--- src/rtl/id_ex_skid_stage.sv ---
// ID/EX two-entry skid buffer: decoded bundle from decode to execute with bubble/kill/halt handling.
// Optional performance counters are built only when ID_PERF_COUNTERS_EN is defined.
module id_ex_skid_stage #(
  parameter int                    DATA_WIDTH = 128,
  parameter int                    CTRL_WIDTH = 16,
  parameter logic [CTRL_WIDTH-1:0] NOP_CTRL   = 16'h0020,
  parameter int                    CNT_WIDTH  = 16
) (
  input  logic                  i_clock,
  input  logic                  i_soft_reset,
  input  logic                  i_enable_pipeline,
  input  logic                  i_valid,
  output logic                  o_ready,
  input  logic [DATA_WIDTH-1:0] i_data,
  input  logic                  i_halt,
  input  logic                  i_bit_burbuja_hazard,
  input  logic                  i_flush,
  output logic                  o_valid,
  input  logic                  i_ready,
  output logic [DATA_WIDTH-1:0] o_data,
  output logic                  o_halt_detected,
  output logic                  o_halted,
  output logic [CNT_WIDTH-1:0]  o_cnt_bubbles,
  output logic [CNT_WIDTH-1:0]  o_cnt_kills,
  output logic [CNT_WIDTH-1:0]  o_cnt_stalls
);

  localparam int DP_WIDTH = DATA_WIDTH - CTRL_WIDTH;

  logic                  r_main_valid, r_skid_valid;
  logic                  r_main_halt,  r_skid_halt;
  logic [DATA_WIDTH-1:0] r_main_data,  r_skid_data;
  logic                  r_halted;
  logic [DP_WIDTH-1:0]   r_last_dp;

  logic                  w_hazard_req, w_pop, w_accept, w_kill, w_bubble, w_write, w_stall;
  logic                  w_wr_halt;
  logic [DATA_WIDTH-1:0] w_wr_data;

  // A flush overrides a simultaneous hazard, so the hazard only blocks upstream when unflushed.
  assign w_hazard_req = i_bit_burbuja_hazard & ~i_flush;
  assign o_ready      = ~r_skid_valid & ~r_halted & ~w_hazard_req;

  assign w_pop    = i_enable_pipeline & r_main_valid & i_ready;
  assign w_accept = i_enable_pipeline & i_valid & o_ready;
  assign w_kill   = w_accept & i_flush;
  assign w_bubble = i_enable_pipeline & w_hazard_req & ~r_skid_valid;
  assign w_write  = w_accept | w_bubble;
  assign w_stall  = i_enable_pipeline & i_valid & ~o_ready & ~r_halted;

  // NOTE: every always_comb output gets a default first so no path leaves it unassigned (no latch).
  always_comb begin
    w_wr_data = i_data;
    w_wr_halt = i_halt;
    if (w_bubble) begin
      w_wr_data = {r_last_dp, NOP_CTRL};
      w_wr_halt = 1'b0;
    end else if (w_kill) begin
      w_wr_data = {i_data[DATA_WIDTH-1:CTRL_WIDTH], NOP_CTRL};
      w_wr_halt = 1'b0;
    end
  end

  // NOTE: state registers use non-blocking assignments so all entries update from pre-edge values.
  // Both entries are reset (not just their valid bits) because o_data must read 0 out of reset.
  always_ff @(negedge i_clock or negedge i_soft_reset) begin
    if (!i_soft_reset) begin
      r_main_valid <= 1'b0;
      r_main_halt  <= 1'b0;
      r_main_data  <= '0;
      r_skid_valid <= 1'b0;
      r_skid_halt  <= 1'b0;
      r_skid_data  <= '0;
      r_halted     <= 1'b0;
      r_last_dp    <= '0;
    end else begin
      if (w_pop) begin
        if (r_skid_valid) begin
          r_main_valid <= 1'b1;
          r_main_halt  <= r_skid_halt;
          r_main_data  <= r_skid_data;
          r_skid_valid <= 1'b0;
        end else if (w_write) begin
          r_main_halt  <= w_wr_halt;
          r_main_data  <= w_wr_data;
        end else begin
          r_main_valid <= 1'b0;
        end
      end else if (w_write) begin
        if (r_main_valid) begin
          r_skid_valid <= 1'b1;
          r_skid_halt  <= w_wr_halt;
          r_skid_data  <= w_wr_data;
        end else begin
          r_main_valid <= 1'b1;
          r_main_halt  <= w_wr_halt;
          r_main_data  <= w_wr_data;
        end
      end
      if (w_write) r_last_dp <= w_wr_data[DATA_WIDTH-1:CTRL_WIDTH];
      if (w_accept & ~i_flush & i_halt) r_halted <= 1'b1;
    end
  end

  assign o_valid         = r_main_valid;
  assign o_data          = r_main_data;
  assign o_halt_detected = r_main_valid & r_main_halt;
  assign o_halted        = r_halted;

`ifdef ID_PERF_COUNTERS_EN
  logic [CNT_WIDTH-1:0] r_cnt_bubbles, r_cnt_kills, r_cnt_stalls;

  always_ff @(negedge i_clock or negedge i_soft_reset) begin
    if (!i_soft_reset) begin
      r_cnt_bubbles <= '0;
      r_cnt_kills   <= '0;
      r_cnt_stalls  <= '0;
    end else begin
      if (w_bubble && r_cnt_bubbles != '1) r_cnt_bubbles <= r_cnt_bubbles + 1'b1;
      if (w_kill   && r_cnt_kills   != '1) r_cnt_kills   <= r_cnt_kills + 1'b1;
      if (w_stall  && r_cnt_stalls  != '1) r_cnt_stalls  <= r_cnt_stalls + 1'b1;
    end
  end

  assign o_cnt_bubbles = r_cnt_bubbles;
  assign o_cnt_kills   = r_cnt_kills;
  assign o_cnt_stalls  = r_cnt_stalls;
`else
  logic w_unused_stall;
  assign w_unused_stall = w_stall;
  assign o_cnt_bubbles  = '0;
  assign o_cnt_kills    = '0;
  assign o_cnt_stalls   = '0;
`endif

endmodule

--- config.mk ---
export PLATFORM = sky130hd
export DESIGN_NAME = id_ex_skid_stage
export DESIGN_NICKNAME = d
export VERILOG_FILES = /design/src/rtl/id_ex_skid_stage.sv
export SDC_FILE = /design/constraint.sdc
export NUM_CORES = 1
export LEC_CHECK = 0
export CAP_MARGIN = 30
export CORE_MARGIN = 2
export CORE_UTILIZATION = 54
export CTS_BUF_LIST = sky130_fd_sc_hd__clkbuf_8
export CTS_CLUSTER_DIAMETER = 50
export DETAILED_ROUTE_END_ITERATION = 6
export GPL_ROUTABILITY_DRIVEN = 0
export PLACE_DENSITY = 0.79
export SYNTH_ARGS = -nofsm -noshare
export SYNTH_HDL_FRONTEND = slang
export SYNTH_SLANG_ARGS = --single-unit
--- constraint.sdc ---
create_clock -name i_clock -period 2.4 [get_ports i_clock]
set_input_delay 0.48 -clock i_clock [delete_from_list [all_inputs] [get_ports i_clock]]
set_output_delay 0.48 -clock i_clock [all_outputs]
set_load 0.05 [all_outputs]
==> results of run 1 <==
[metrics by stage]
stage | hold slack (ns) | TNS, ns | std cells | utilization | area, sq um
floorplan | 0.410 | -213.48 | 1555 | - | 16800
global placement | 0.421 | -432.05 | 2258 | 0.753 | 22300
detailed placement | 0.430 | -454.94 | 2258 | 0.753 | 22300
CTS | 0.432 | -154.15 | 2467 | 0.904 | 26800
[timing repair]
| item | 4_1_cts |
|---|---|
| gates resized for setup | 600 |
| setup buffers | 141 |
| endpoints found under the setup margin | 504 |
| hold buffers | 0 |
| pin swaps | 134 |
| cloned | 25 |
[kinds of logic after synthesis]
| logic type | Yosys count |
|---|---|
| AOI/OAI and AO/OA | 378 |
| buffers and inverters | 159 |
| DFF | 373 |
| muxes | 241 |
| other | 1 |
| and+or+nand+nor | 356 |
[metal layers]
layer / track usage / GRT overflow
met5: 0.378 / 0
met4: 1.03 / 361
met3: 0.772 / 15
met2: 1.07 / 583
met1: 0.873 / 1
==> impl_metrics.tcl, run 1 <==
set metrics [dict create \
    lastStage "global routing" \
    yosysSeqAreaShare 0.574 \
    synthArstFlopShare 1.00 \
    clockBufferDepth 3 \
    clkSinkCount 373 \
    synth-simple-area-share 0.0848 \
    grt_max_degree 52 \
    yosysWarnings 0 \
    crit_endpoint "o_ready" \
    yosys-top-cells-count "dfrtn_1, nand2_1, o21ai_0" \
    cts_buffers 59 \
    synth_top_area_share 0.574 \
    synth.distinct_cells 32 \
    die_y_um 177 \
    antenna_found_initial 11 \
    synth_compound_area_frac 0.127 \
    yosysTopAreaCell "dfrtn_1" \
    ys.flop_type "dfrtn_1" \
    synthMuxAreaShare 0.158 \
    synth_edf_count 0 \
    pin_count 316 \
    yosysMostFrequentCell "dfrtn_1" \
    synth_area_sq_mm 0.0162 \
    dp_hpwl_um 30800 \
    rows 63 \
    status "stopped before the end" \
    synth_xor_area_frac 0 \
    ys_top_cells_by_area "dfrtn_1, mux2i_1, o21ai_0" \
    die_w_um 177 \
    synth_seq_cells 373 \
    postSynthCellCount 1508 \
    synth_top_family_by_area "multiplexers" \
    gr-total-overflow 960 \
    error_line "[ERROR GRT-0232] Routing congestion too high. Check the congestion heatmap in the GUI." \
    start_util 0.548 \
    cts-root-buf "clkbuf_8" \
    htree_levels 2 \
    worstEndpointType "output port" \
    syn_avg_cell_area_sq_um 10.8 \
    io_buffer_count 267 \
    pre_cts_ws_ns -1.47 \
    synth_fa_ha_area_frac 0 \
    grt_usage 0.914 \
]
==> run 2, diff against run 1 <==
Settings changed: CORE_UTILIZATION 54 to 40, CTS_BUF_LIST sky130_fd_sc_hd__clkbuf_8 to default, CTS_CLUSTER_DIAMETER 50 to default, PLACE_DENSITY 0.79 to default, PLACE_DENSITY_LB_ADDON from default to 0.15.
==> impl_metrics.tcl, run 2 <==
set metrics [dict create \
    clockBufferDepth 3 \
    dp_hpwl_um 28700 \
    final_layout_size_suffix_gt1_frac 0.525 \
    status "finished with violations" \
    required_ns 1.92 \
    vias 13954 \
    ir_drop_v 0.000921 \
    synthArstFlopShare 1.00 \
    die_w_um 206 \
    reg2regPathDepth 10 \
    core_sq_mm 0.0399 \
    cp.arrival_ns 2.52 \
    yosysTopAreaCell "dfrtn_1" \
    nets 2201 \
    die_y_um 206 \
    hold_viol 0 \
    clkLatencyLatePin_ns 0.54 \
    grt_usage 0.235 \
    synth.distinct_cells 32 \
    yosysWarnings 0 \
    clkSinkCount 373 \
    hold_depth 2 \
    swShare 0.391 \
    p_comb_frac 0.519 \
    drcViolationCount 0 \
    wirelength_um 57200 \
    antenna_found_initial 2 \
    critical_path.endpoint_type "primary output" \
    rsz0062_at_grt "yes" \
    synth_seq_cells 373 \
    htree_levels 2 \
    power_uw 39200 \
    clkPwrFrac 0.155 \
    die_area_sq_mm 0.0423 \
    io_buffer_count 267 \
    setup_viol 503 \
    setup_tns_ns -182.21 \
    powerDensity_mw_per_mm2 1340 \
    cp_max_fo 2 \
    pwr-share-seq 0.326 \
    via_per_inst 5.33 \
    syn_avg_cell_area_sq_um 10.8 \
    yosys-top-cells-count "dfrtn_1, nand2_1, o21ai_0" \
    drt-wirelength-per-cell_um 21.9 \
    intPower_uw 23900 \
    violations "negative setup slack" \
    gr-total-overflow 0 \
    rows 73 \
    cts_tree "done" \
    power.leakage_uw 0.0130 \
    cts_buffers 41 \
    min_path_type "reg -> reg" \
    stdcell_area_sq_mm 0.0294 \
    synth_top_area_share 0.574 \
    layout_common_cells "dfrtn_1, buf_12, o21ai_2" \
    final_common_cell "dfrtn_1" \
    n_fill_cell 2444 \
    start_kind "flip-flop" \
    area_growth_pct 80.9 \
    worst-setup-path-type "reg -> out" \
    fin_util 0.736 \
    grt_pass1_wl_um 77700 \
    postSynthCellCount 1508 \
    drv_slew 0 \
    switchingPower_uw 15300 \
    ant_nets 0 \
    dr.pass1.iters 5 \
    clk_pin_slew_ns 0.04 \
    synth_edf_count 0 \
    synth_area_sq_mm 0.0162 \
    setup_ws_ns -0.602 \
    yosysMostFrequentCell "dfrtn_1" \
    post_dp_cell_area_sq_mm 0.0223 \
    fin_skew_ns 0.00657 \
    pin_count 316 \
    ys.flop_type "dfrtn_1" \
    ys_top_cells_by_area "dfrtn_1, mux2i_1, o21ai_0" \
    start_util 0.407 \
    yosysSeqAreaShare 0.574 \
    cts-root-buf "clkbuf_16" \
    drt_iter0_drc 730 \
    grt_max_degree 68 \
    grt_pass1_vias 14093 \
    drv_cap 0 \
]
## run 2: cell counts after synthesis
No cell type changed its count.
## run 2: final timing paths
kind | startpoint | to | slack [ns]
max | r_skid_valid | o_ready | -0.60
min | r_skid_data[85] | r_skid_data[85] | 0.43
max reg2reg | o_halted | o_data[77] | 0.06
min reg2reg | r_skid_data[85] | r_skid_data[85] | 0.43
max in group asynchronous | i_soft_reset | r_skid_data[125] | 0.89
min in group asynchronous | i_soft_reset | o_data[48] | 0.94
## run 2: through the flow
step / instances / hold slack (ns) / worst slack (ns)
after floorplan: 1555 / 0.410 / -0.766
after global placement: 2383 / 0.421 / -1.28
after detailed placement: 2383 / 0.430 / -1.34
after CTS: 2549 / 0.425 / -0.594
after global routing: 2618 / 0.441 / -0.656
final: 2619 / 0.426 / -0.602
## run 2: power groups by stage
stage                     clock network [uW]  registers [uW]  logic, uW
after floorplan                            0           15000       4630
after CTS                               6110           12300      18200
after global routing                    6440           13100      21400
final                                   6070           12800      20400
after detailed placement                   0           12100      15300
after global placement                     0           12000      15000
## run 2: layout make-up
class                           instances  area, sq um  share of cell area
Timing Repair Buffer                  625         9100               0.310
Inverter                                1         3.75            0.000128
Antenna cell                            2         5.00            0.000170
Clock inverter                          9         72.6             0.00247
Sequential cell                       373         9330               0.318
Multi-Input combinational cell       1023         9020               0.307
Clock buffer                           61         1190              0.0405
Tap cell                              525          657              0.0224
## run 2: kinds of logic (layout without fill, tap and decap cells)
logic type / after synthesis / in the layout / share of synthesized area
AOI/OAI and AO/OA: 378 / 378 / 0.127
buffers and inverters: 159 / 696 / 0.0554
DFF: 373 / 373 / 0.574
muxes: 241 / 241 / 0.158
other: 1 / 50 / 0.000231
and+or+nand+nor: 356 / 356 / 0.0848
## run 2: routing by layer
layer	share of wire	vias up	track usage
li1	-	6275	-
met1	0.41	7135	0.313
met4	0.032	2	0.0712
met5	0.00021	-	0
met3	0.067	127	0.0534
met2	0.49	415	0.383
## run 2: worst max-delay path, stage by stage (launching register included)
cell	delay (ns)
dfrtn_1	0.37
nor3_4	0.24
buf_12	0.17
## run 2: timing repair
| action | in CTS | in global routing |
|---|---|---|
| hold buffers | 0 | 0 |
| setup buffers | 149 | 87 |
| resized for setup | 583 | 454 |
| pin swaps | 188 | 109 |
| endpoints found under the setup margin | 504 | 502 |
| gates cloned | 23 | 35 |
Note: power is estimated with default switching activity, not from simulation.
==> RTL change 1 (config.mk and constraints of run 2) <==
The option `ID_PERF_COUNTERS_EN` is turned on by a define.
--- a/src/rtl/id_ex_skid_stage.sv
+++ b/src/rtl/id_ex_skid_stage.sv
@@ -2,2 +2,4 @@
 // Optional performance counters are built only when ID_PERF_COUNTERS_EN is defined.
+`define ID_PERF_COUNTERS_EN
+
 module id_ex_skid_stage #(
Function: changed (a bounded check fails within 4 cycles, from zero or initial values and one cycle with i_soft_reset low).
==> RTL change 1 against run 2 <==
- the run ends with design-rule violations, negative setup slack left
- sequential cell count increased by 48
- wire length increased by 9.3%
- worst setup slack got worse by 0.013 ns
- synthesized area increased by 16%
- power increased by 10%
- sequential share of layout area increased by 0.13 points
- design area increased by 12%
- die area increased by 16%
- clock skew increased by 0.0024 ns
- critical endpoint is now o_halt_detected
==> RTL change 1: results (changes against run 2) <==
Status:
- The checks that failed: design-rule violations, negative setup slack.
- The run finished, with violations left.

Clocking:
- The post-cts repair resize count is 252 (-57%).
- The clock insertion delay at the later pin of the skew report is 0.56 ns (+0.02 ns).
- The total setup buffers inserted after CTS came to 91 (-39%).
- The clock buffer count from CTS is 48 (+17%).
- The clock transition at the register clock pins on the worst setup and hold paths after CTS came to 0.04 ns (about the same).

Route:
- The residual DRC count came to 16 (+16).
- The sum of met3 wire segment lengths after detailed routing came to 3112 um (-19%).
- The via density per instance was 5.254 (-1.4%).
- The initial detailed-routing violation count is 1,065 (+46%).
- The met1 wire length is 26,010 um (+10%).
- The first-pass iteration count of the detailed router came to 7 (+2).
- The average routed wire per standard cell is 20.32 um (-7.0%).
- The amount of wire on met2 after detailed routing came to 31,970 um (+14%).

Final layout:
- The number of nets in the layout is 2,573 (+17%).
- The final standard cell count with taps included and fillers excluded is 3,078 (+18%).
- The fraction of final layout cells with drive strength greater than 1 is 46.62% (-5.9 points).

Worst setup path:
- The launching element of the worst setup path is o_valid.
- The highest fanout seen on the critical path is 3 (+1).
- The maximum cell stage delay along the critical path is 0.46 ns (+0.09 ns).
- Following the worst setup path forward leads to its endpoint at o_halt_detected.
- The launching point of the worst reg2reg path is r_skid_valid.
- The cell count of the worst reg-to-reg path came to 9 (-1).
- The worst setup slack for register-to-register paths is 0.10 ns (+0.04 ns).

Global routing:
- The met3 capacity usage during global routing is 3.644% (-1.7 points).
- The initial antenna violation count was 5 (+3).
- The global routing met1 resource utilization is 31.55% (+0.22 points).
- The total track usage was 23.35% (-0.14 points).

Synthesis:
- The sequential share of the synthesized area is 55.65% (-1.8 points).
- The cell count after synthesis is 1,751 (+16%).
- The number of unique standard cell types used by synthesis is 52 (+63%).
- By area the synthesized netlist is led by sky130_fd_sc_hd__dfrtn_1, sky130_fd_sc_hd__mux2_4, sky130_fd_sc_hd__nand2_1.

STA:
- The final-report setup violation count was 584 (+16%).
- The worst clock skew on the final layout is 0.009016 ns (+0.002448 ns).
- The worst hold-check slack is 0.4275 ns (+0.001537 ns).
- The minimum setup slack in the final design is -0.6147 ns (-0.01266 ns).

Power and ir drop:
- The worst supply voltage drop on vdd came to 0.9746 mV (+5.8%).

Place:
- The total half-perimeter wirelength after legalization and detailed placement is 35,600 um (+24%).
- The quantity of I/O buffers inserted on ports is 315 (+18%).
- The instance count after placement with tap cells included is 2,834 (+19%).

Min path:
- The worst hold path terminates at r_skid_data[93].
- The startpoint of the most critical hold path is r_skid_data[93].
==> RTL change 1: report_power, final <==
group	switching [W]	total (W)	internal [W]
sequential	0.00315	0.0138	0.0107
clock	0.00298	0.00760	0.00462
combinational	0.0103	0.0218	0.0115
total	0.0164	0.0433	0.0268
==> RTL change 1: area by class of cell <==
cell class                      instances  area [um^2]  share of cell area [%]
Antenna cell                            4        10.01                 0.03030
Clock buffer                           69         1421                   4.302
Clock inverter                         14        201.4                  0.6097
Inverter                                5        18.77                 0.05681
Multi-Input combinational cell       1207        10010                   30.30
Sequential cell                       421        10540                   31.89
Tap cell                              607        759.5                   2.299
Timing Repair Buffer                  751        10080                   30.52
==> RTL change 1: through the flow <==
stage                     instance area [um^2]  setup TNS, ns  util [%]  total power (W)  setup WS, ns
final                                    33040        -201.92     70.82          0.04327       -0.6147
after detailed placement                 26700        -496.56     57.23          0.03148        -1.364
after floorplan                          19070        -215.77         -          0.02247       -0.6934
after CTS                                30670        -189.94     65.74          0.04127       -0.6453
after global routing                     33040        -217.53     70.82          0.04514       -0.6657
after global placement                   26700        -494.69     57.23          0.03107        -1.350
==> RTL change 1: kinds of logic (layout without fill, tap and decap cells) <==
kind of cell,count (synthesis),in the layout,share of synthesized area [%]
flops,421,421,55.65
other cells,0,4,0
simple gates,540,540,12.53
fa+ha+maj,3,3,0.1983
buf+inv,123,839,3.873
xor+xnor,43,43,1.990
mux,228,228,14.61
compound gates,393,393,11.14
==> RTL change 1: worst min-delay path, cell delays in order (launching register included) <==
cell	delay, ns
sky130_fd_sc_hd__dfrtn_1	0.40
sky130_fd_sc_hd__nand2_1	0.04
sky130_fd_sc_hd__o21ai_0	0.06
==> RTL change 2 (config.mk and constraints of run 2) <==
Made on the original files. The parameter `DATA_WIDTH` goes from 128 to 256.
--- a/src/rtl/id_ex_skid_stage.sv
+++ b/src/rtl/id_ex_skid_stage.sv
@@ -3,3 +3,3 @@
 module id_ex_skid_stage #(
-  parameter int                    DATA_WIDTH = 128,
+  parameter int                    DATA_WIDTH = 256,
   parameter int                    CTRL_WIDTH = 16,
Ports: changed (resized i_data and o_data); port bits go from 316 to 572. No check against the original RTL was run, so the function may have changed too.
==> RTL change 2 against run 2 <==
- the run still ends with negative setup slack left
- sequential share of layout area increased by 1.9 points
- worst setup slack got worse by 0.12 ns
- synthesized area increased by 110%
- sequential cell count increased by 384
- largest cell class unchanged
- count of clock-buffer cells in the layout increased by 55
- critical path type unchanged
- clock power increased by 130%
- wire length increased by 97%
- power increased by 100%
- register-to-register slack got worse by 0.13 ns
- design area increased by 91%
==> RTL change 2: results (changes against run 2) <==
Power and ir drop:
- The standby leakage power is 24.98 nW (+92%).
- The worst supply voltage drop on vdd is 1.020 mV (+11%).

Worst setup path:
- In this run the critical register-to-register path is captured at o_data[53].
- The arrival time of data at the critical path endpoint is 2.64 ns (+0.12 ns).
- The startpoint identified for the worst register-to-register timing path is r_skid_valid.
- The worst setup slack for register-to-register paths is -0.07 ns (-0.13 ns).
- The cell count of the worst reg-to-reg path was 11 (+1).
- The cell with the biggest individual delay on the critical path is sky130_fd_sc_hd__dfrtn_1.

Min path:
- The startpoint of the most critical hold path is r_skid_data[162].
- For hold timing, the worst endpoint is r_skid_data[162].
- The path class of the lowest-slack min-delay path is register to register.

STA:
- The final-report setup violation count is 1,015 (+100%).
- The minimum setup slack in the final design came to -0.7225 ns (-0.1205 ns).
- The worst hold-check slack is 0.4287 ns (+0.002737 ns).
- The worst clock skew on the final layout is 0.02306 ns (+0.01649 ns).
- The total negative slack for setup checks is -491.80 ns (-309.60 ns).

Global routing:
- The total track usage came to 25.14% (+1.6 points).
- The met3 capacity usage during global routing is 4.372% (-0.97 points).
- The initial antenna violation count is 10 (+8).
- The via count of the first global-routing pass is 28,607 (+100%).
- The wire length of the first global-routing pass is 168,000 um (+120%).
- The pin count of the biggest net entering global routing is 59 (-13%).
- The global routing met1 resource utilization is 32.51% (+1.2 points).

Route:
- The via count is 27,419 (+96%).
- The final wirelength was 112,900 um (+97%).
- The met1 wire length is 45,730 um (+94%).
- The amount of wire on met2 after detailed routing is 57,150 um (+100%).
- The sum of met3 wire segment lengths after detailed routing came to 5361 um (+40%).

Status:
- The flow ran to the end, but the final reports show violations.
- The final reports fail on negative setup slack.

Synthesis:
- The mux cell area share after synthesis was 18.43% (+2.6 points).
- The sequential share of the synthesized area is 56.67% (-0.77 points).
- The number of synthesized flops with an enable pin is 0 (unchanged).
- Sorting the synthesized cells by area gives the leading types as sky130_fd_sc_hd__dfrtn_1, sky130_fd_sc_hd__mux2_4, sky130_fd_sc_hd__mux2i_1.
- The async set-or-reset flop fraction in the synthesized netlist is 100.0% (unchanged).
- Sorting the synthesized cells by how often they occur yields sky130_fd_sc_hd__dfrtn_1, sky130_fd_sc_hd__nand2_1, sky130_fd_sc_hd__o21ai_0.
- The cell count after synthesis was 3,026 (+100%).
- The number of unique standard cell types used by synthesis is 34 (+6.3%).

Final layout:
- The fraction of final layout cells with drive strength greater than 1 came to 46.74% (-5.8 points).
- The number of nets in the layout is 4,309 (+96%).
- The final standard cell count with taps included and fillers excluded is 5,194 (+98%).

Place:
- The total half-perimeter wirelength after legalization and detailed placement is 68,320 um (+140%).
- The instance count after placement with tap cells included is 4,804 (+100%).
- The worst setup slack after placement came to -1.650 ns (-0.3096 ns).
- The quantity of I/O buffers inserted on ports is 523 (+96%).
- The placement-stage cell area is 0.04553 mm^2 (+100%).

Clocking:
- The clock insertion delay at the later pin of the skew report is 0.60 ns (+0.06 ns).
- The clock buffer count from CTS is 84 (+100%).
==> RTL change 2: cell types whose count changed after synthesis, sizes merged, moves of 2 or more <==
cell	change
mux2	+128
a22oi	+2
clkbuf	+66
dfrtn	+384
mux2i	+128
nor3	-2
buf	+47
nor2	+127
nand2	+253
a21oi	+126
nand2b	+2
o21ai	+255
==> RTL change 2: worst max path at each step <==
| stage | startpoint | endpoint | slack [ns] | cells after the start |
|---|---|---|---|---|
| after global routing | r_skid_valid | o_ready | -0.77 | 3 |
| after detailed placement | i_bit_burbuja_hazard | o_data[246] | -1.65 | 7 |
| after CTS | r_skid_valid | o_ready | -0.75 | 3 |
| after floorplan | i_valid | o_data[0] | -0.84 | 7 |
| after global placement | i_bit_burbuja_hazard | o_data[212] | -1.58 | 7 |
| final | r_skid_valid | o_ready | -0.72 | 3 |
==> RTL change 2: cell type report <==
type | count | area [um^2]
antenna | 2 | 5.005
clock buffer | 116 | 2435
clock inverter | 37 | 578.1
fill | 5746 | 26920
inverter | 2 | 7.507
multi-input combinational | 2043 | 17380
sequential | 757 | 18940
tap | 1080 | 1351
timing repair buffer | 1157 | 15540
==> RTL change 2: power breakdown <==
part | internal (W) | switching [W] | total, W
Sequential | 0.0199 | 0.00658 | 0.0264
Clock | 0.00853 | 0.00547 | 0.0140
Combinational | 0.0202 | 0.0184 | 0.0386
Total | 0.0486 | 0.0305 | 0.0790
==> RTL change 2: cells by family after synthesis <==
logic type,after synthesis
buf+inv,273
flops,757
simple gates,736
mux,497
other cells,1
compound gates,762
==> RTL change 2: what timing repair did <==
action	in CTS	in global routing
resized for setup	854	472
pin swaps	187	55
buffers inserted	197	160
endpoints found under the setup margin	1017	1015
cloned	56	2
